**config.mk**
```make
export PLATFORM = sky130hd
export DESIGN_NAME = logic_axi4_stream_packetizer_flat
export DESIGN_NICKNAME = d
export VERILOG_FILES = /design/src/rtl/logic_axi4_stream_packetizer_if.sv /design/src/rtl/logic_axi4_stream_packetizer.sv /design/src/flat_wrapper.sv
export SDC_FILE = /design/constraint.sdc
export NUM_CORES = 1
export LEC_CHECK = 0
export ABC_AREA = 1
export BUFFER_PORTS_ARGS = -buffer_cell sky130_fd_sc_hd__buf_2
export CAP_MARGIN = 0
export CORE_MARGIN = 2
export CORE_UTILIZATION = 62
export CTS_BUF_LIST = sky130_fd_sc_hd__clkbuf_8
export DETAILED_ROUTE_END_ITERATION = 8
export PLACE_DENSITY = 0.86
export SYNTH_ARGS = -nofsm -noshare
export SYNTH_HDL_FRONTEND = slang
export SYNTH_SLANG_ARGS = --single-unit
```
**constraint.sdc**
```tcl
create_clock -name aclk -period 4.78 [get_ports aclk]
set_input_delay 0.956 -clock aclk [delete_from_list [all_inputs] [get_ports aclk]]
set_output_delay 0.956 -clock aclk [all_outputs]
set_load 0.02 [all_outputs]
```
**src/rtl/logic_axi4_stream_packetizer_if.sv**
```systemverilog
// AXI4-Stream bundle shared by the packetizer's input and output sides.
// master/tx drive the payload and tvalid; slave/rx drive tready.
interface logic_axi4_stream_if #(
  parameter int TDATA_BYTES = 1,
  parameter int TDEST_WIDTH = 1,
  parameter int TUSER_WIDTH = 1,
  parameter int TID_WIDTH   = 1
);
  logic [TDATA_BYTES*8-1:0] tdata;
  logic [TDATA_BYTES-1:0]   tkeep;
  logic [TDATA_BYTES-1:0]   tstrb;
  logic                     tlast;
  logic [TDEST_WIDTH-1:0]   tdest;
  logic [TID_WIDTH-1:0]     tid;
  logic [TUSER_WIDTH-1:0]   tuser;
  logic                     tvalid;
  logic                     tready;

  modport master (output tdata, tkeep, tstrb, tlast, tdest, tid, tuser, tvalid, input tready);
  modport slave  (input tdata, tkeep, tstrb, tlast, tdest, tid, tuser, tvalid, output tready);
  modport tx     (output tdata, tkeep, tstrb, tlast, tdest, tid, tuser, tvalid, input tready);
  modport rx     (input tdata, tkeep, tstrb, tlast, tdest, tid, tuser, tvalid, output tready);
endinterface

```
**src/rtl/logic_axi4_stream_packetizer.sv**
```systemverilog
// Frames an AXI4-Stream into packets (length limit, idle timeout, tdest/tid change, rx.tlast).
// Optional flush input enabled by defining LOGIC_AXI4_STREAM_PACKETIZER_FLUSH_EN.
module logic_axi4_stream_packetizer #(
  parameter int TDATA_BYTES = 1,
  parameter int TDEST_WIDTH = 1,
  parameter int TUSER_WIDTH = 1,
  parameter int TID_WIDTH   = 1,
  parameter int USE_TLAST   = 1,
  parameter int USE_TKEEP   = 1,
  parameter int USE_TSTRB   = 1,
  parameter int MAX_LENGTH  = 256,
  parameter int TIMEOUT     = 1024
) (
  input  logic aclk,
  input  logic areset_n,
`ifdef LOGIC_AXI4_STREAM_PACKETIZER_FLUSH_EN
  input  logic flush,
`endif
  logic_axi4_stream_if.rx rx,
  logic_axi4_stream_if.tx tx
);
  localparam int DW = TDATA_BYTES * 8;
  localparam int IW = (MAX_LENGTH > 1) ? $clog2(MAX_LENGTH) : 1;
  localparam int TW = (TIMEOUT > 1) ? $clog2(TIMEOUT) : 1;
  localparam logic [IW-1:0] IDX_LAST = IW'(MAX_LENGTH - 1);
  localparam logic [TW-1:0] TMR_LAST = TW'((TIMEOUT > 0) ? TIMEOUT - 1 : 0);

  logic                   run_reg;
  logic                   h_valid_reg, h_close_reg;
  logic [DW-1:0]          h_data_reg, o_data_reg;
  logic [TDATA_BYTES-1:0] h_keep_reg, h_strb_reg, o_keep_reg, o_strb_reg;
  logic [TDEST_WIDTH-1:0] h_dest_reg, o_dest_reg;
  logic [TID_WIDTH-1:0]   h_id_reg, o_id_reg;
  logic [TUSER_WIDTH-1:0] h_user_reg, o_user_reg;
  logic                   o_valid_reg, o_last_reg;
  logic [IW-1:0]          index_reg;
  logic [TW-1:0]          timer_reg;

  logic                   o_free, rx_ready, rx_accept, id_change;
  logic                   timeout_hit, flush_hit, close_evt, move, move_last, h_close_in;
  logic [IW-1:0]          index_in;
  logic [TDATA_BYTES-1:0] keep_in, strb_in;

  // Disabled side-band lanes are forced to all-ones so downstream sees full beats.
  genvar gi;
  generate
    for (gi = 0; gi < TDATA_BYTES; gi++) begin : g_lane
      assign keep_in[gi] = (USE_TKEEP != 0) ? rx.tkeep[gi] : 1'b1;
      assign strb_in[gi] = (USE_TSTRB != 0) ? rx.tstrb[gi] : 1'b1;
    end
  endgenerate

  assign o_free    = !o_valid_reg || tx.tready;
  assign rx_ready  = run_reg && (!h_valid_reg || o_free);
  assign rx.tready = rx_ready;
  assign rx_accept = rx.tvalid && rx_ready;
  assign id_change = rx_accept && h_valid_reg &&
                     ((rx.tdest != h_dest_reg) || (rx.tid != h_id_reg));

  // The timer saturates at its last value, so a timeout blocked by O stays pending.
  assign timeout_hit = (TIMEOUT != 0) && h_valid_reg && (timer_reg == TMR_LAST);

`ifdef LOGIC_AXI4_STREAM_PACKETIZER_FLUSH_EN
  logic flush_pend_reg;
  assign flush_hit = h_valid_reg && (flush || flush_pend_reg);

  always_ff @(posedge aclk or negedge areset_n) begin
    if (!areset_n) begin
      flush_pend_reg <= 1'b0;
    end else if (move) begin
      flush_pend_reg <= 1'b0;
    end else if (flush && h_valid_reg) begin
      flush_pend_reg <= 1'b1;
    end
  end
`else
  assign flush_hit = 1'b0;
`endif

  assign close_evt = timeout_hit || flush_hit;
  assign move      = h_valid_reg && o_free && (h_close_reg || rx_accept || close_evt);
  assign move_last = h_close_reg || close_evt || id_change;

  // Position of the incoming beat: follows the held beat unless that beat ends its packet.
  assign index_in   = (h_valid_reg && !move_last) ? index_reg + 1'b1 : '0;
  assign h_close_in = (index_in == IDX_LAST) || ((USE_TLAST != 0) && rx.tlast);

  always_ff @(posedge aclk or negedge areset_n) begin
    if (!areset_n) begin
      run_reg     <= 1'b0;
      h_valid_reg <= 1'b0;
      h_close_reg <= 1'b0;
      o_valid_reg <= 1'b0;
      o_last_reg  <= 1'b0;
      index_reg   <= '0;
      timer_reg   <= '0;
    end else begin
      run_reg <= 1'b1;

      if (rx_accept) begin
        h_valid_reg <= 1'b1;
        h_close_reg <= h_close_in;
        index_reg   <= index_in;
      end else if (move) begin
        h_valid_reg <= 1'b0;
        h_close_reg <= 1'b0;
        index_reg   <= '0;
      end

      if (move) begin
        o_valid_reg <= 1'b1;
        o_last_reg  <= move_last;
      end else if (tx.tready) begin
        o_valid_reg <= 1'b0;
        o_last_reg  <= 1'b0;
      end

      if (rx_accept || move || !h_valid_reg) begin
        timer_reg <= '0;
      end else if (!timeout_hit) begin
        timer_reg <= timer_reg + 1'b1;
      end
    end
  end

  always_ff @(posedge aclk) begin
    if (rx_accept) begin
      h_data_reg <= rx.tdata;
      h_keep_reg <= keep_in;
      h_strb_reg <= strb_in;
      h_dest_reg <= rx.tdest;
      h_id_reg   <= rx.tid;
      h_user_reg <= rx.tuser;
    end
    if (move) begin
      o_data_reg <= h_data_reg;
      o_keep_reg <= h_keep_reg;
      o_strb_reg <= h_strb_reg;
      o_dest_reg <= h_dest_reg;
      o_id_reg   <= h_id_reg;
      o_user_reg <= h_user_reg;
    end
  end

  assign tx.tvalid = o_valid_reg;
  assign tx.tlast  = o_last_reg;
  assign tx.tdata  = o_data_reg;
  assign tx.tkeep  = o_keep_reg;
  assign tx.tstrb  = o_strb_reg;
  assign tx.tdest  = o_dest_reg;
  assign tx.tid    = o_id_reg;
  assign tx.tuser  = o_user_reg;
endmodule

```
**src/flat_wrapper.sv**
```systemverilog
// flat-port wrapper written by rule: the top's interface ports become plain ports
module logic_axi4_stream_packetizer_flat 
#(
  parameter int TDATA_BYTES = 1,
  parameter int TDEST_WIDTH = 1,
  parameter int TUSER_WIDTH = 1,
  parameter int TID_WIDTH   = 1,
  parameter int USE_TLAST   = 1,
  parameter int USE_TKEEP   = 1,
  parameter int USE_TSTRB   = 1,
  parameter int MAX_LENGTH  = 256,
  parameter int TIMEOUT     = 1024
)
  (aclk, areset_n, rx_tdata, rx_tkeep, rx_tstrb, rx_tlast, rx_tdest, rx_tid, rx_tuser, rx_tvalid, rx_tready, tx_tdata, tx_tkeep, tx_tstrb, tx_tlast, tx_tdest, tx_tid, tx_tuser, tx_tvalid, tx_tready);
  logic_axi4_stream_if #(.TDATA_BYTES(TDATA_BYTES), .TDEST_WIDTH(TDEST_WIDTH), .TUSER_WIDTH(TUSER_WIDTH), .TID_WIDTH(TID_WIDTH)) rx_i ();
  logic_axi4_stream_if #(.TDATA_BYTES(TDATA_BYTES), .TDEST_WIDTH(TDEST_WIDTH), .TUSER_WIDTH(TUSER_WIDTH), .TID_WIDTH(TID_WIDTH)) tx_i ();
  input  logic aclk;
  input  logic areset_n;
  input wire logic [$bits(rx_i.tdata)-1:0] rx_tdata;
  input wire logic [$bits(rx_i.tkeep)-1:0] rx_tkeep;
  input wire logic [$bits(rx_i.tstrb)-1:0] rx_tstrb;
  input wire logic [$bits(rx_i.tlast)-1:0] rx_tlast;
  input wire logic [$bits(rx_i.tdest)-1:0] rx_tdest;
  input wire logic [$bits(rx_i.tid)-1:0] rx_tid;
  input wire logic [$bits(rx_i.tuser)-1:0] rx_tuser;
  input wire logic [$bits(rx_i.tvalid)-1:0] rx_tvalid;
  output wire logic [$bits(rx_i.tready)-1:0] rx_tready;
  output wire logic [$bits(tx_i.tdata)-1:0] tx_tdata;
  output wire logic [$bits(tx_i.tkeep)-1:0] tx_tkeep;
  output wire logic [$bits(tx_i.tstrb)-1:0] tx_tstrb;
  output wire logic [$bits(tx_i.tlast)-1:0] tx_tlast;
  output wire logic [$bits(tx_i.tdest)-1:0] tx_tdest;
  output wire logic [$bits(tx_i.tid)-1:0] tx_tid;
  output wire logic [$bits(tx_i.tuser)-1:0] tx_tuser;
  output wire logic [$bits(tx_i.tvalid)-1:0] tx_tvalid;
  input wire logic [$bits(tx_i.tready)-1:0] tx_tready;
  assign rx_i.tdata = rx_tdata;
  assign rx_i.tkeep = rx_tkeep;
  assign rx_i.tstrb = rx_tstrb;
  assign rx_i.tlast = rx_tlast;
  assign rx_i.tdest = rx_tdest;
  assign rx_i.tid = rx_tid;
  assign rx_i.tuser = rx_tuser;
  assign rx_i.tvalid = rx_tvalid;
  assign rx_tready = rx_i.tready;
  assign tx_tdata = tx_i.tdata;
  assign tx_tkeep = tx_i.tkeep;
  assign tx_tstrb = tx_i.tstrb;
  assign tx_tlast = tx_i.tlast;
  assign tx_tdest = tx_i.tdest;
  assign tx_tid = tx_i.tid;
  assign tx_tuser = tx_i.tuser;
  assign tx_tvalid = tx_i.tvalid;
  assign tx_i.tready = tx_tready;
  logic_axi4_stream_packetizer #(.TDATA_BYTES(TDATA_BYTES), .TDEST_WIDTH(TDEST_WIDTH), .TUSER_WIDTH(TUSER_WIDTH), .TID_WIDTH(TID_WIDTH), .USE_TLAST(USE_TLAST), .USE_TKEEP(USE_TKEEP), .USE_TSTRB(USE_TSTRB), .MAX_LENGTH(MAX_LENGTH), .TIMEOUT(TIMEOUT)) u_core (.aclk(aclk), .areset_n(areset_n), .rx(rx_i), .tx(tx_i));
endmodule
```
# [After elaboration in Yosys (flattened, before gate mapping)]
# Index checks and enable logic that the tools add are counted.
[totals] ff_bits=49 in_bits=18 out_inout_bits=16 word_cells=60
[op_classes] addsub=2 n_eq_ne=5 mux=11 reduce_logical=23
[op_table] operator="$mux 8" n=3
[op_table] operator="$mux 10" n=2
[op_table] operator="$add 10x1->10 const B" n=1
[op_table] operator="$eq 10x10->1 const B" n=1
[op_table] operator="$logic_or 1x1->1" n=10
[op_table] operator="$add 8x1->8 const B" n=1
[op_table] operator="$eq 8x8->1 const B" n=1
[op_table] operator="$logic_and 1x1->1" n=8
[op_table] operator="$mux 1" n=6
[op_table] operator="$reduce_bool 2->1" n=2
[op_table] operator="$logic_not 1->1" n=3
[op_table] operator="$ne 1x1->1" n=2
[op_table] operator="$ne 2x2->1 const B" n=1

# [Longest topological paths before layout]
# Gate-level depths: netlist of the first run.
[logic_depth] ltp_word=14 ltp_mapped=11 depth_no_buf=10

# [Worst setup path after synthesis of the first run]
# OpenSTA, ideal clock, no wires.
[synth_timing] kind="input to output" start="input tx_tready" end="output rx_tready" t_arrival_ns=1.307 required_ns=3.824 setup_slack_ns=2.517 cell_stages=4 path_buffers=0 cell_sequence="nor2_4 > nand2_4 > nand2_1 > inv_1"
[synth_between] elab_chain_cells=3
[synth_rtl] element="from (decl)" line="flat_wrapper.sv:36" source="input wire logic [$bits(tx_i.tready)-1:0] tx_tready;"
[synth_rtl] element="$logic_or 1x1->1" line="logic_axi4_stream_packetizer.sv:53" source="assign o_free = !o_valid_reg || tx.tready;"
[synth_rtl] element="$logic_or 1x1->1" line="logic_axi4_stream_packetizer.sv:54" source="assign rx_ready = run_reg && (!h_valid_reg || o_free);"
[synth_rtl] element="$logic_and 1x1->1" line="logic_axi4_stream_packetizer.sv:54"
[synth_rtl] element="to (decl)" line="flat_wrapper.sv:27" source="output wire logic [$bits(rx_i.tready)-1:0] rx_tready;"
# No other way between the ends.

# [Worst setup path after layout of the first run]
# Same ends and word-level chain as after synthesis.

==> impl_metrics.toml, run 1 <==
[timing]
rsz0062_at_grt = "no"
slew_violations = 0
tightest_slew_ns = 0.5262
setup_viol = 0
max-slew-margin-rel_pct = 64.92
skew_ns = 0.007674
timing.final.crit_share_pct = 53.56
fmax_ghz = 0.3906
min_period_ns = 2.560
finalHoldViolCount = 0
hold_ws_ns = 0.4253
fin_tns_setup_ns = 0

[critical_path]
path_max_fanout = 4
critPathMaxStageDelay_ns = 0.19
cp.arrival_ns = 1.60
worstPathCellList = "buf_2 -> nor2_4 -> nand2_4 -> nand2_1 -> inv_1 -> buf_2"
required_ns = 3.82
end_kind = "primary output"
crit_slowest_cell = "nor2_4"
cp-start-kind = "input pin"
worstSetupPathType = "input pin to primary output"
crit_top_cell = "buf_2"

[clocking]
h-tree-depth = 2
cts_resized = 0
postCtsHoldBufs = 0
cts_buffers = 5
postCtsSetupBuffers = 0
clk_latency_ns = 0.30
clk_pin_slew_worst_paths_ns = 0.08
cts_tree = "yes"
cts_root_buf = "clkbuf_8"
clock_path_buffers = 2
cts.sinks = 49

[final_layout]
diodes = 0
largest_register_ffs = 10
drive_gt1_share_pct = 23.17
syn2layout_area_growth_pct = 13.03
nNetsFinal = 265
fillers = 235

[routing]
vias_per_cell = 5.356
wl_per_cell_um = 14.96
wl_um = 4368
vias = 1564
drt_iter0_drc = 233
antenna_left = 0
drc = 0
drt-pass1-iter-count = 4

[synth]
synth_edf_count = 26
ys.flop_type = "edfxtp_1"
ys_ff_latch = 49
syn_nets = 227
synthCells = 207
syn-cell-area_mm2 = 0.002170
ys_seq_area_share_pct = 62.51
yosys_warnings = 0
syn_area_per_cell_um2 = 10.48
async_flop_share_pct = 46.94
synth_cell_types = 29

[grt]
grt_usage_pct = 24.62
grt_pass1_vias = 1506
grt.overflow.total = 0
antenna_found_initial = 0
grt_max_degree = 24
grt_pass1_wl_um = 7238

[placement]
numPortBuffers = 33
dp_hpwl_um = 3103
gp_congestion = 0.8150

[die]
initial_core_util_pct = 65.02
core-area_mm2 = 0.003337
ioPinCount = 34
die_area_mm2 = 0.003989
die_h_um = 63.16
die_x_um = 63.16
rows = 21

[status]
status = "complete, no violations"

[pwr]
ir_drop_mv = 0.2229
power_density_mw_per_mm2 = 370.6
leakage_uw = 0.001060

[hold_path]
min-delay-path-class = "flip-flop to flip-flop"

[run]
maxCapViolCount = 0
[cell families (layout without fill, tap and decap cells)]
family | Yosys count | after routing | share of synthesized area [%]
buffers and inverters | 27 | 66 | 5.478
AND/OR/NAND/NOR | 97 | 97 | 21.11
adder cells (fa/ha/maj) | 2 | 2 | 1.153
flip-flops | 49 | 49 | 62.51
AO/OA/AOI/OAI | 22 | 22 | 5.940
XOR/XNOR | 9 | 9 | 3.633
other | 1 | 1 | 0.1728
[critical path: cells and delay by family]
| kind | cells | cell delay [ns] |
|---|---|---|
| AND/OR/NAND/NOR | 3 | 0.34 |
| buffers and inverters | 3 | 0.30 |
[placed cells by master, fill, tap and decap left out, types with 3 or more instances in the layout]
cell      instances
nor2_2            3
nand2_2           5
inv_1            23
xor2_1            6
nand2_1          48
o21ai_0          17
edfxtp_1         26
clkbuf_8          5
nand3_1          11
dfrtp_1          23
nand4_1           3
buf_2            33
nor2_1           19
xnor2_1           3
[cell usage after synthesis (2+ instances only)]
cell / number / area [um^2]
nand3b_1: 2 / 15.01
xor2_1: 6 / 52.55
ha_1: 2 / 25.02
nor2_2: 3 / 18.77
o21ai_0: 17 / 85.08
edfxtp_1: 26 / 780.8
nand3_1: 11 / 55.05
nand2_2: 5 / 31.28
a21oi_1: 2 / 10.01
buf_6: 2 / 22.52
nand4_1: 3 / 18.77
nor2_1: 19 / 71.32
dfrtp_1: 23 / 575.6
xnor2_1: 3 / 26.28
inv_1: 22 / 82.58
nand2_1: 48 / 180.2
[per-layer routing]
metal / GRT usage (%) / up-vias / part of all wire (%)
li1: - / 749 / -
met1: 30.67 / 720 / 38
met2: 40.56 / 82 / 50
met3: 7.321 / 13 / 8.6
met4: 9.444 / 0 / 2.5
met5: 0 / - / 0
[area by class of cell]
| cell class | instances | area [um^2] | area share (%) |
|---|---|---|---|
| Clock inverter | 3 | 13.76 | 0.5612 |
| Tap cell | 46 | 57.56 | 2.347 |
| Inverter | 25 | 96.34 | 3.929 |
| Clock buffer | 5 | 68.82 | 2.806 |
| Timing Repair Buffer | 33 | 165.2 | 6.735 |
| Sequential cell | 49 | 1356 | 55.31 |
| Multi-Input combinational cell | 131 | 694.4 | 28.32 |
[power breakdown]
part           internal (uW)  switching [uW]
Sequential               491            30.9
Clock                   99.5             132
Combinational           43.7             111
[metrics by stage]
| stage | utilization [%] | cell area, um^2 | worst slack, ns | total power (uW) | cells |
|---|---|---|---|---|---|
| after floorplan | - | 2170 | 2.517 | 634.9 | 207 |
| after global placement | 71.02 | 2370 | 2.266 | 674.3 | 284 |
| after detailed placement | 71.02 | 2370 | 2.236 | 683.7 | 284 |
| after CTS | 73.49 | 2452 | 2.222 | 913.9 | 292 |
| after global routing | 73.49 | 2452 | 2.165 | 948.4 | 292 |
| final | 73.49 | 2452 | 2.220 | 908.9 | 292 |
[worst paths after layout]
kind / slack [ns] / from / cells after the start / endpoint
setup / recovery: 2.22 / tx_tready / 6 / rx_tready
min in group asynchronous: 0.62 / areset_n / 1 / u_core.index_reg[0]$_DFFE_PN0P_
max in group asynchronous: 3.80 / areset_n / 1 / u_core.run_reg$_DFF_PN0_
hold reg to reg: 0.43 / u_core.h_data_reg[4]$_DFFE_PP_ / 0 / u_core.tx.tdata[4]$_DFFE_PP_
setup reg to reg: 2.59 / u_core.timer_reg[0]$_DFFE_PN0P_ / 7 / u_core.tx.tstrb$_DFFE_PP_
hold / removal: 0.43 / u_core.h_data_reg[4]$_DFFE_PP_ / 0 / u_core.tx.tdata[4]$_DFFE_PP_
Power figures use the tool's default switching activity.
==> run 2, diff against run 1 <==
--- a/config.mk
+++ b/config.mk
@@ -9,10 +9,10 @@
 export BUFFER_PORTS_ARGS = -buffer_cell sky130_fd_sc_hd__buf_2
 export CAP_MARGIN = 0
 export CORE_MARGIN = 2
-export CORE_UTILIZATION = 62
+export CORE_UTILIZATION = 52
 export CTS_BUF_LIST = sky130_fd_sc_hd__clkbuf_8
 export DETAILED_ROUTE_END_ITERATION = 8
-export PLACE_DENSITY = 0.86
+export PLACE_DENSITY = 0.77
 export SYNTH_ARGS = -nofsm -noshare
 export SYNTH_HDL_FRONTEND = slang
 export SYNTH_SLANG_ARGS = --single-unit
==> constraint.sdc (replaced) <==
create_clock -name aclk -period 2.1 [get_ports aclk]
set_input_delay 0.42 -clock aclk [delete_from_list [all_inputs] [get_ports aclk]]
set_output_delay 0.42 -clock aclk [all_outputs]
set_load 0.02 [all_outputs]
==> impl_metrics.toml, run 2 (same netlist as run 1, synthesis figures left out) <==
[status]
status = "complete, no violations"

[timing]
fmax_ghz = 0.5244
max-slew-margin-rel_pct = 65.72
tightest_slew_ns = 0.5142
skew_ns = 0.008767
hold_ws_ns = 0.07940
setup_viol = 0
rsz0062_at_grt = "no"
timing.final.crit_share_pct = 90.81
fin_tns_setup_ns = 0
min_period_ns = 1.907
slew_violations = 0
layout_setup_ws_ns = 0.1930
finalHoldViolCount = 0

[pwr]
p_sw_share_pct = 28.81
clock_power_share_pct = 26.6
p_int_uw = 1509
p_switching_uw = 610.7
comb_power_share_pct = 17.4
leakage_uw = 0.001080
ir_drop_mv = 0.3571
seqPwrFrac_pct = 56.0
power_density_mw_per_mm2 = 845.8

[placement]
dp_hpwl_um = 2911
placed_area_mm2 = 0.002410
numPortBuffers = 33
dp_worst_setup_slack_ns = 0.2009
gp_congestion = 0.8127

[clocking]
postCtsHoldBufs = 0
cts_resized = 0
cts.sinks = 49
cts_root_buf = "clkbuf_8"
clk_pin_slew_worst_paths_ns = 0.09
clk_latency_ns = 0.30
h-tree-depth = 2
clock_path_buffers = 2
postCtsSetupBuffers = 0
cts_tree = "yes"
cts_buffers = 5

[critical_path]
required_ns = 2.12
crit_slowest_cell = "dfrtp_1"
crit_family = "flip-flops"
worstPathCellList = "ha_1 -> nand3_1 -> nor2_1 -> a21oi_1 -> nand2_1 -> nand2_1 -> inv_1 -> buf_12"
critPathMaxStageDelay_ns = 0.45
r2r_slack_ns = 0.19
cp-start-kind = "flip-flop"
reg2regPathDepth = 8
crit_top_cell = "nand2_1"
r2r-end = "u_core.tx.tkeep$_DFFE_PP_"
path_max_fanout = 9
end_kind = "flip-flop"
cp.arrival_ns = 1.93
critPathBufInv = 2
reg2reg_from = "u_core.timer_reg[0]$_DFFE_PN0P_"
worstSetupPathType = "flip-flop to flip-flop"

[final_layout]
layout_common_cells = "48 x nand2_1, 33 x buf_2, 26 x edfxtp_1, 23 x dfrtp_1, 22 x inv_1"
final_area_mm2 = 0.002506
diodes = 0
syn2layout_area_growth_pct = 15.51
largest_register_ffs = 10
nNetsFinal = 268
drive_gt1_share_pct = 24.50
final_common_cell = "nand2_1"
fillers = 336

[grt]
grt.overflow.total = 0
antenna_found_initial = 0
grt_usage_pct = 18.47
grt_pass1_vias = 1380
grt_pass1_wl_um = 6223
grt_max_degree = 24

[hold_path]
min-delay-path-class = "input pin to async pin"

[routing]
vias_per_cell = 5.030
drc = 0
vias = 1504
drt-pass1-iter-count = 4
drt_iter0_drc = 104
wl_um = 3772
antenna_left = 0
wl_per_cell_um = 12.62

[die]
rows = 23
initial_core_util_pct = 54.24
ioPinCount = 34
core-area_mm2 = 0.004000
die_h_um = 68.60
die_x_um = 68.60
die_area_mm2 = 0.004705

[run]
maxCapViolCount = 0
## run 2: cell type report
cell class,instances,area [um^2],share of cell area (%)
Sequential cell,49,1356,54.12
Multi-Input combinational cell,131,694.4,27.71
Timing Repair Buffer,36,200.2,7.988
Inverter,25,96.34,3.844
Clock buffer,6,82.58,3.295
Tap cell,50,62.56,2.496
Clock inverter,2,13.76,0.5492
## run 2: power groups by stage
stage / combinational (uW) / sequential [uW] / clock [uW]
finish: 369 / 1190 / 563
global route: 409 / 1200 / 623
CTS: 375 / 1190 / 582
detailed placement: 375 / 1210 / 0
global placement: 367 / 1200 / 0
floorplan: 204 / 1240 / 0
## run 2: worst max path at each step
stage / startpoint / endpoint / slack [ns] / depth (start not counted)
final: u_core.timer_reg[0]$_DFFE_PN0P_ / u_core.tx.tkeep$_DFFE_PP_ / 0.19 / 8
after global routing: u_core.timer_reg[0]$_DFFE_PN0P_ / u_core.tx.tkeep$_DFFE_PP_ / 0.0002 / 8
after CTS: u_core.timer_reg[0]$_DFFE_PN0P_ / u_core.tx.tstrb$_DFFE_PP_ / 0.19 / 8
after detailed placement: u_core.timer_reg[0]$_DFFE_PN0P_ / u_core.tx.tstrb$_DFFE_PP_ / 0.20 / 8
after global placement: u_core.timer_reg[0]$_DFFE_PN0P_ / u_core.tx.tid$_DFFE_PP_ / 0.25 / 8
after floorplan: u_core.timer_reg[0]$_DFFE_PN0P_ / u_core.tx.tdata[0]$_DFFE_PP_ / 0.34 / 7
## run 2: metrics by stage
step | utilization, % | total power [uW] | cells
2_1_floorplan | - | 1445 | 207
3_3_place_gp | 60.24 | 1568 | 291
3_5_place_dp | 60.24 | 1584 | 291
4_1_cts | 62.65 | 2145 | 299
5_1_grt | 62.65 | 2234 | 299
6_report | 62.65 | 2120 | 299
## run 2: metal layers
metal	up-vias	share of wire, %	GRT usage [%]
li1	757	-	-
met1	716	44	22.27
met2	25	50	32.09
met3	6	4.2	5.357
met4	0	1.3	5.250
met5	-	0	0
